`src/rtl/route_pkg.sv`:
```
// Shared definitions for the route-table lookup: frame delimiters, route word
// layout, FSM state types and the hex/route-word decode helpers.
package route_pkg;

    localparam logic [7:0] STX = 8'h02;
    localparam logic [7:0] ETX = 8'h03;

    localparam int EXIST_BIT = 0;
    localparam int LR_LSB    = 1;
    localparam int UD_LSB    = 3;
    localparam int DROP_LSB  = 5;

    // Field codes: 01 = left/up/drop, 10 = right/down; 00 and 11 mean "none".
    localparam logic [1:0] CODE_A = 2'b01;
    localparam logic [1:0] CODE_B = 2'b10;

    typedef enum logic [1:0] {
        P_IDLE = 2'd0,
        P_DATA = 2'd1,
        P_END  = 2'd2
    } parse_state_t;

    typedef enum logic {
        L_IDLE = 1'b0,
        L_WAIT = 1'b1
    } lookup_state_t;

    typedef struct packed {
        logic unknown;
        logic left;
        logic right;
        logic up;
        logic down;
        logic drop;
    } route_cmd_t;

    typedef struct packed {
        parse_state_t  pstate;
        lookup_state_t lstate;
    } route_dbg_t;

    // Returns {is_hex, nibble} for an ASCII character.
    function automatic logic [4:0] hex_nibble(input logic [7:0] b);
        if (b >= 8'h30 && b <= 8'h39) return {1'b1, b[3:0]};
        if ((b >= 8'h41 && b <= 8'h46) || (b >= 8'h61 && b <= 8'h66))
            return {1'b1, b[3:0] + 4'd9};
        return 5'd0;
    endfunction

    function automatic route_cmd_t decode_route(input logic [15:0] info);
        route_cmd_t c;
        c         = '0;
        c.unknown = ~info[EXIST_BIT];
        if (info[EXIST_BIT]) begin
            c.left  = (info[LR_LSB+:2]   == CODE_A);
            c.right = (info[LR_LSB+:2]   == CODE_B);
            c.up    = (info[UD_LSB+:2]   == CODE_A);
            c.down  = (info[UD_LSB+:2]   == CODE_B);
            c.drop  = (info[DROP_LSB+:2] == CODE_A);
        end
        return c;
    endfunction

endpackage

```
`src/rtl/rfid_hex_frame_parser.sv`:
```
// Parses STX + 8 ASCII hex chars + ETX into a 32-bit card number; emits a
// registered frame_ok pulse with the card, or a frame_err pulse on bad framing.
module rfid_hex_frame_parser
    import route_pkg::*;
(
    input  logic         clk,
    input  logic         reset,
    input  logic         byte_valid,
    input  logic [7:0]   byte_data,
    output logic         frame_ok,
    output logic [31:0]  card,
    output logic         frame_err,
    output parse_state_t state
);

    parse_state_t state_nxt;
    logic [31:0]  shift_q, shift_nxt;
    logic [2:0]   cnt_q, cnt_nxt;
    logic         ok_nxt, err_nxt;
    logic [4:0]   nib;

    always_ff @(posedge clk or negedge reset) begin
        if (!reset) begin
            state     <= P_IDLE;
            shift_q   <= '0;
            cnt_q     <= '0;
            frame_ok  <= 1'b0;
            frame_err <= 1'b0;
        end else begin
            state     <= state_nxt;
            shift_q   <= shift_nxt;
            cnt_q     <= cnt_nxt;
            frame_ok  <= ok_nxt;
            frame_err <= err_nxt;
        end
    end

    always_comb begin
        state_nxt = state;
        shift_nxt = shift_q;
        cnt_nxt   = cnt_q;
        ok_nxt    = 1'b0;
        err_nxt   = 1'b0;
        nib       = hex_nibble(byte_data);
        if (byte_valid) begin
            case (state)
                P_IDLE: begin
                    if (byte_data == STX) begin
                        state_nxt = P_DATA;
                        cnt_nxt   = '0;
                    end
                end
                P_DATA: begin
                    // STX restarts the frame; ETX and other non-hex bytes abort it.
                    if (byte_data == STX) begin
                        cnt_nxt = '0;
                        err_nxt = 1'b1;
                    end else if (nib[4]) begin
                        shift_nxt = {shift_q[27:0], nib[3:0]};
                        cnt_nxt   = cnt_q + 3'd1;
                        if (cnt_q == 3'd7) state_nxt = P_END;
                    end else begin
                        err_nxt   = 1'b1;
                        state_nxt = P_IDLE;
                    end
                end
                P_END: begin
                    if (byte_data == ETX) begin
                        ok_nxt    = 1'b1;
                        state_nxt = P_IDLE;
                    end else if (byte_data == STX) begin
                        err_nxt   = 1'b1;
                        cnt_nxt   = '0;
                        state_nxt = P_DATA;
                    end else begin
                        err_nxt   = 1'b1;
                        state_nxt = P_IDLE;
                    end
                end
                default: state_nxt = P_IDLE;
            endcase
        end
    end

    assign card = shift_q;

endmodule

```
`src/rtl/rfid_route_client.sv`:
```
// Requester side of the route-table lookup: one lookup per parsed card, with
// duplicate holdoff, lookup timeout and latched decode of the returned route word.
module rfid_route_client
    import route_pkg::*;
#(
    parameter int TIMEOUT_CYCLES = 64,
    parameter int HOLDOFF_CYCLES = 25000000
) (
    input  logic        clk,
    input  logic        reset,
    input  logic        byte_valid,
    input  logic [7:0]  byte_data,
    output logic        start,
    output logic [31:0] rfid_data,
    input  logic        done,
    input  logic [15:0] rfid_info,
    output logic        busy,
    output logic        route_valid,
    output logic        dir_left,
    output logic        dir_right,
    output logic        dir_up,
    output logic        dir_down,
    output logic        drop,
    output logic        unknown_card,
    output logic        timeout_err,
    output logic        frame_err,
    output route_dbg_t  dbg
);

    localparam int TO_W = $clog2(TIMEOUT_CYCLES + 1);
    localparam int HO_W = $clog2(HOLDOFF_CYCLES + 1);
    localparam logic [TO_W-1:0] TO_LAST = TO_W'(TIMEOUT_CYCLES - 1);
    localparam logic [HO_W-1:0] HO_LOAD = HO_W'(HOLDOFF_CYCLES);

    logic          frame_ok, parse_err;
    logic [31:0]   card;
    parse_state_t  pstate;
    lookup_state_t lstate, lstate_nxt;

    logic [TO_W-1:0] wait_cnt;
    logic [HO_W-1:0] holdoff_cnt;
    logic [31:0]     last_card;
    logic            last_card_vld;
    route_cmd_t      cmd;
    logic            drop_err;
    logic            launch, complete, expire, drop_busy, dup;

    rfid_hex_frame_parser u_parser (
        .clk        (clk),
        .reset      (reset),
        .byte_valid (byte_valid),
        .byte_data  (byte_data),
        .frame_ok   (frame_ok),
        .card       (card),
        .frame_err  (parse_err),
        .state      (pstate)
    );

    assign dup = last_card_vld && (card == last_card) && (holdoff_cnt != '0);

    always_ff @(posedge clk or negedge reset) begin
        if (!reset) lstate <= L_IDLE;
        else        lstate <= lstate_nxt;
    end

    always_comb begin
        lstate_nxt = lstate;
        launch     = 1'b0;
        complete   = 1'b0;
        expire     = 1'b0;
        drop_busy  = 1'b0;
        case (lstate)
            L_IDLE: begin
                if (frame_ok && !dup) begin
                    launch     = 1'b1;
                    lstate_nxt = L_WAIT;
                end
            end
            L_WAIT: begin
                drop_busy = frame_ok;
                // done in the final counted cycle still completes the lookup.
                if (done) begin
                    complete   = 1'b1;
                    lstate_nxt = L_IDLE;
                end else if (wait_cnt == TO_LAST) begin
                    expire     = 1'b1;
                    lstate_nxt = L_IDLE;
                end
            end
            default: lstate_nxt = L_IDLE;
        endcase
    end

    always_ff @(posedge clk or negedge reset) begin
        if (!reset) begin
            start         <= 1'b0;
            rfid_data     <= '0;
            wait_cnt      <= '0;
            holdoff_cnt   <= '0;
            last_card     <= '0;
            last_card_vld <= 1'b0;
            cmd           <= '0;
            route_valid   <= 1'b0;
            timeout_err   <= 1'b0;
            drop_err      <= 1'b0;
        end else begin
            start       <= launch;
            route_valid <= complete;
            timeout_err <= expire;
            drop_err    <= drop_busy;
            if (launch) begin
                rfid_data <= card;
                wait_cnt  <= '0;
            end else if (lstate == L_WAIT) begin
                wait_cnt <= wait_cnt + 1'b1;
            end
            if (complete) begin
                cmd           <= decode_route(rfid_info);
                last_card     <= rfid_data;
                last_card_vld <= 1'b1;
                holdoff_cnt   <= HO_LOAD;
            end else if (holdoff_cnt != '0) begin
                holdoff_cnt <= holdoff_cnt - 1'b1;
            end
        end
    end

    assign busy         = (lstate == L_WAIT);
    assign frame_err    = parse_err | drop_err;
    assign unknown_card = cmd.unknown;
    assign dir_left     = cmd.left;
    assign dir_right    = cmd.right;
    assign dir_up       = cmd.up;
    assign dir_down     = cmd.down;
    assign drop         = cmd.drop;
    assign dbg          = '{pstate: pstate, lstate: lstate};

endmodule

```
`config.mk`:
```
export PLATFORM = sky130hd
export DESIGN_NAME = rfid_route_client
export DESIGN_NICKNAME = d
export VERILOG_FILES = /design/src/rtl/route_pkg.sv /design/src/rtl/rfid_hex_frame_parser.sv /design/src/rtl/rfid_route_client.sv
export SDC_FILE = /design/constraint.sdc
export NUM_CORES = 1
export LEC_CHECK = 0
export CAP_MARGIN = 20
export CORE_ASPECT_RATIO = 0.75
export CORE_UTILIZATION = 56
export CTS_CLUSTER_SIZE = 40
export DETAILED_ROUTE_END_ITERATION = 12
export GPL_TIMING_DRIVEN = 0
export PLACE_DENSITY_LB_ADDON = 0.05
export SYNTH_ARGS = -nofsm -noshare
export SYNTH_HDL_FRONTEND = slang
export SYNTH_SLANG_ARGS = --single-unit
```
`constraint.sdc`:
```
create_clock -name clk -period 3.5 [get_ports clk]
set_input_delay 0.7 -clock clk [delete_from_list [all_inputs] [get_ports clk]]
set_output_delay 0.7 -clock clk [all_outputs]
set_load 0.02 [all_outputs]
```
## After elaboration in Yosys (flattened, before gate mapping)

Cells that the tools add are included.

- Add/sub/neg operators: 4
- Bitwise operators: 4
- Muxes and demuxes: 43
- Reduce and logical (&&, ||, !) cells: 16
- $lt $le $gt $ge: 6
- Equal/unequal tests: 17

Operators with widths:

| cell | number |
|---|---|
| 25-bit two-way mux | 2 |
| 32-bit equality test | 1 |
| 5-bit two-way mux | 5 |
| 25-bit nonzero test | 1 |
| 25-bit by 1-bit subtractor with 25-bit output (second input constant) | 1 |
| 1-bit two-way mux | 21 |
| 8-bit by 2-bit equality test with 1-bit output (second input constant) | 2 |
| 8-bit by 7-bit >= comparator with 1-bit output (second input constant) | 2 |
| 8-bit by 7-bit less-or-equal comparator with 1-bit output (second input constant) | 2 |
| 7-bit two-way mux | 2 |
| 3-bit two-way mux | 4 |
| 4-bit AND reduction | 3 |
| 2-bit two-way mux | 5 |
| 3-bit case mux with 3 select lines | 1 |
| 2-bit by 1-bit equality test with 1-bit output (second input constant) | 4 |
| 8-bit by 6-bit >= comparator with 1-bit output (second input constant) | 1 |
| 8-bit by 6-bit less-or-equal comparator with 1-bit output (second input constant) | 1 |
| 7-bit by 1-bit adder with 7-bit output (second input constant) | 1 |
| 7-bit by 6-bit equality test with 1-bit output (second input constant) | 1 |
| 2-bit equality test (second input constant) | 3 |
| 1-bit logical AND | 6 |
| 2-bit case mux with 3 select lines | 1 |
| 4-bit adder (second input constant) | 1 |
| 2-bit != test (second input constant) | 2 |
| 13 further kinds | 17 |

- Bits of input ports: 28
- Output and inout port bits: 46
- Flip-flop bits (word level): 147

## Logic depth before layout (Yosys ltp)

- Word-level depth: 11
- Gate-level depth with buffers: 10

## By module

From an unflattened synthesis, not the netlist that was laid out.

- Cell total of the unflattened synthesis: 608
- Area, all modules: 6734.0 µm²

Modules (own cells, without submodules):

| module | times used | area each (µm²) | cells each |
|---|---|---|---|
| rfid_route_client | 1 | 4804.6 | 450 |
| rfid_hex_frame_parser | 1 | 1929.4 | 158 |

## Worst setup path after synthesis

No wires, ideal clock.

- Path kind: input port to flip-flop
- Start point: input byte_data[0]
- End point: register u_parser.shift_q[29], in the netlist u_parser.card[29]
- Stages: 9
- Slack: 614 ps
- Data required time: 3375 ps
- Arrival: 2761 ps
- Path through: inv_1 -> ha_1 -> o21bai_1 -> a2111oi_2 -> a31oi_1 -> or3_1 -> buf_2 -> clkbuf_1 -> mux2_2

- Longest elaborated chain between the ends: 8

Ends and longest elaborated chain:

| item | RTL line | source |
|---|---|---|
| from (decl) | rfid_route_client.sv:12 | `input logic [7:0] byte_data,` |
| 8-bit by 7-bit >= comparator with 1-bit output / 8-bit by 7-bit less-or-equal comparator with 1-bit output (equally long branches) | route_pkg.sv:45 | `if ((b >= 8'h41 && b <= 8'h46) \|\| (b >= 8'h61 && b <= 8'h66))` |
| 1-bit logical AND | route_pkg.sv:45 |  |
| 1-bit logical OR | route_pkg.sv:45 |  |
| 1-bit two-way mux (2 in series) | route_pkg.sv:45 |  |
| 5-bit two-way mux | route_pkg.sv:47 | `return 5'd0;` |
| 5-bit two-way mux | route_pkg.sv:45 |  |
| 4-bit AND reduction (no source line) * | - |  |
| to (signal assigned) | rfid_hex_frame_parser.sv:31 | `shift_q <= shift_nxt;` |
| to (decl) | rfid_hex_frame_parser.sv:17 | `logic [31:0] shift_q, shift_nxt;` |

Mark *: on every way between the ends. The rest lies on a longest branch, timed or not. The select of a mux whose other input is x is not followed.
A chain may end at the register's enable or synchronous reset.

## Worst setup path after layout

- Start point: input byte_data[0]
- End point: register u_parser.shift_q[30], in the netlist u_parser.card[30]

The elaborated chain is that of the path after synthesis.

==> results by group <==
Outcome
  – Outcome: finished, final reports clean

CTS
  – Root buf cell: clkbuf_16
  – Cts bufs inserted: 17
  – Clock Latency Late Sink: 0.42 ns
  – Clk sinks: 147
  – CTS Buffer Depth: 2
  – CTS tree: built
  – Worst-path clk slew: 0.07 ns
  – Postcts setup bufs: 0
  – Htree depth: 4

STA
  – Final Cycle Share: 94.4%
  – Final Skew: 0.00909 ns
  – # setup viols final: 0
  – Max-slew violations: 0
  – Final hold slack: 0.230 ns
  – Worst Tran Pin Value: 0.745 ns
  – Period minus WS final: 3.30 ns
  – Maximum clock rate: 303 MHz
  – Setup repair after global routing missed its margin: false
  – Fin. Hold Viols: 0
  – Fin worst setup slack: 0.195 ns
  – Slew headroom: 49.9%

Yosys
  – Syn_nets: 625
  – Netlist cell types: 47
  – Area fraction of the dominant cell type after synthesis: 55.1%
  – Synthesized area: 6680 um^2
  – Seq/Total Area, Yosys: 55.1%
  – Mean Syn Cell Area: 11.4 um^2
  – Post-Syn Instances: 585
  – Flops & latches, synth: 147
  – Area leader, netlist: dfrtp_1
  – Post-synth ARST share: 100%
  – EDFF count, synth: 0
  – Synth warnings: 0
  – Largest cells by area after synthesis: dfrtp_1, nand2_1, mux2_4, mux2_2, xor2_1
  – Synth Flop Type: dfrtp_1

Final layout
  – Post-route insts no fill: 844
  – Final core occ: 70.2%
  – Area growth syn-to-layout: 22.2%
  – NumNets Final: 709
  – Layout cells sized above 1: 16.9%
  – FF/Latch Area: 3680 um^2
  – Multi-input logic area: 2810 um^2
  – # diodes: 0
  – Layout fillers: 833

Placed design
  – Inst Count DP: 812
  – Worst slack, placed: -0.286 ns
  – Post-DP HPWL: 9.52 mm
  – Final Wtd Congestion: 0.872
  – PortBufs: 64

Floorplan
  – Core area: 11,600 um^2
  – Die area: 12,400 um^2
  – FP Rows: 34
  – Starting Density: 57.5%
  – Chip Height: 96.6 um
  – I/O pins: 74
  – Die W: 128 um

Critical path
  – Crit. End Element: flip-flop
  – Worst setup path start: byte_data[0]
  – CP max FO: 10
  – Critical path class: input pin to flip-flop
  – Worst EP required: 3.80 ns
  – Reg2Reg Launch Point: holdoff_cnt[13]
  – CP arrival: 3.61 ns
  – Startpoint type of the worst setup path: input pin

Global route
  – Largest net degree at the start of global routing: 95
  – Grt total ovfl: 0
  – Gr usage total: 24.8%
  – Initial antenna violation count: 0
  – Vias in the first global route: 4,500
  – Wire length of the first global-routing pass: 23.1 mm

Drt
  – DRC errors left: 0
  – Drt total wl: 14.2 mm
  – Starting DRT DRC Count: 302
  – Detail Route Antenna Nets: 0
  – DRT Pass-1 Iters: 5
  – Via density per instance: 5.34
  – Routed vias: 4,508
  – DR WL/cell: 16.8 um

Flow run
  – Max-cap violations: 0

Power
  – Power Total: 3.95 mW
  – Power Density: 484 nW/um^2
  – Lkg Pwr: 3.83 nW
  – Max IR drop VDD: 0.000355 V

Hold path
  – Hold/Removal Path Class: input pin to asynchronous set/reset pin
[synthesized netlist by cell type, types with 7 or more instances]
library cell and number:
nand2_1 132, ha_1 12, nor4_1 13, mux2_4 31, or3_1 13, nor3_1 9, dfrtp_1 147, inv_1 13
mux2_2 32, nand4_1 7, nor2_1 25, o21ai_0 22, a21oi_1 7, clkbuf_1 12, xnor2_1 22, xor2_1 30
[cells by family (layout without fill, tap and decap cells)]
group                    count (synthesis)  after routing  synth area share (%)
adder cells (fa/ha/maj)                 12             12                  2.25
XOR/XNOR                                52             52                  6.82
AND/OR/NAND/NOR                        225            225                  15.4
AO/OA/AOI/OAI                           48             48                  4.65
multiplexers                            66             66                  12.8
flip-flops                             147            147                  55.1
buffers and inverters                   35            132                  2.94
[path summary, 6_finish.rpt]
kind                                     end  slack (ns)  cells after the start
max                        u_parser.card[30]        0.20                     10
min                          holdoff_cnt[16]        0.23                      1
max reg2reg                    rfid_data[11]        0.63                      8
min reg2reg                    last_card_vld        0.48                      1
max in group asynchronous      last_card[31]        2.43                      2
min in group clk               last_card_vld        0.48                      1
[cell usage in the layout, fill, tap and decap left out, types with 4 or more instances in the layout]
cell	count
dfrtp_1	147
nand2_1	132
clkdlybuf4s50_1	63
mux2_2	32
mux2_4	31
xor2_1	30
nor2_1	25
xnor2_1	22
o21ai_0	22
clkbuf_16	17
inv_1	13
nor4_1	13
or3_1	13
clkbuf_1	12
ha_1	12
nor3_1	9
nand4_1	7
a21oi_1	7
o31ai_1	5
inv_6	5
or4_1	4
buf_2	4
nand3_1	4
[where the power goes]
group	switching (mW)	internal (mW)
sequential	0.0714	1.75
combinational	0.159	0.127
clock	0.771	1.07
total	1.00	2.95
[cell type report]
| cell class | count | area share, % |
|---|---|---|
| repair buffers | 65 | 8.21 |
| plain buffers | 22 | 1.81 |
| well taps | 162 | 2.48 |
| flip-flops and latches | 147 | 45.1 |
| clock inverters | 15 | 2.10 |
| multi-input cells | 403 | 34.5 |
| inverters | 13 | 0.598 |
| clock buffers | 17 | 5.21 |
[worst max-delay path, stage by stage]
cell	delay, ns
clkdlybuf4s50_1	0.57
inv_1	0.12
ha_1	0.24
o21bai_1	0.23
a2111oi_4	0.14
a31oi_1	0.42
or3_1	0.18
buf_2	0.25
clkbuf_1	0.37
mux2_2	0.39
[what timing repair did]
item,CTS,global route
endpoints found under the hold margin,0,0
hold buffers,0,0
endpoints found under the setup margin,0,26
resized for setup,0,1
[state kept, by name, indices dropped and copies added, names as in the netlist, 2 cells and up]
name	count
u_parser.cnt_q	3
wait_cnt	7
u_parser.state	2
holdoff_cnt	25
last_card	32
rfid_data	32
u_parser.card	32
[metrics by stage]
stage / cell area [um^2] / TNS (ns)
after floorplan: 6680 / 0
after global placement: 7520 / -600.32
after detailed placement: 7550 / -6.59
after CTS: 8150 / 0
after global routing: 8160 / 0
final: 8160 / 0
[routing by layer]
metal	global-route usage [%]	wire length (um)	part of all wire, %
met5	0	0	0
met4	5.39	57	0.40
met3	6.11	706	5.0
met2	38.7	6580	46
met1	35.4	6850	48
No activity file was read; power rests on OpenSTA's default activity.
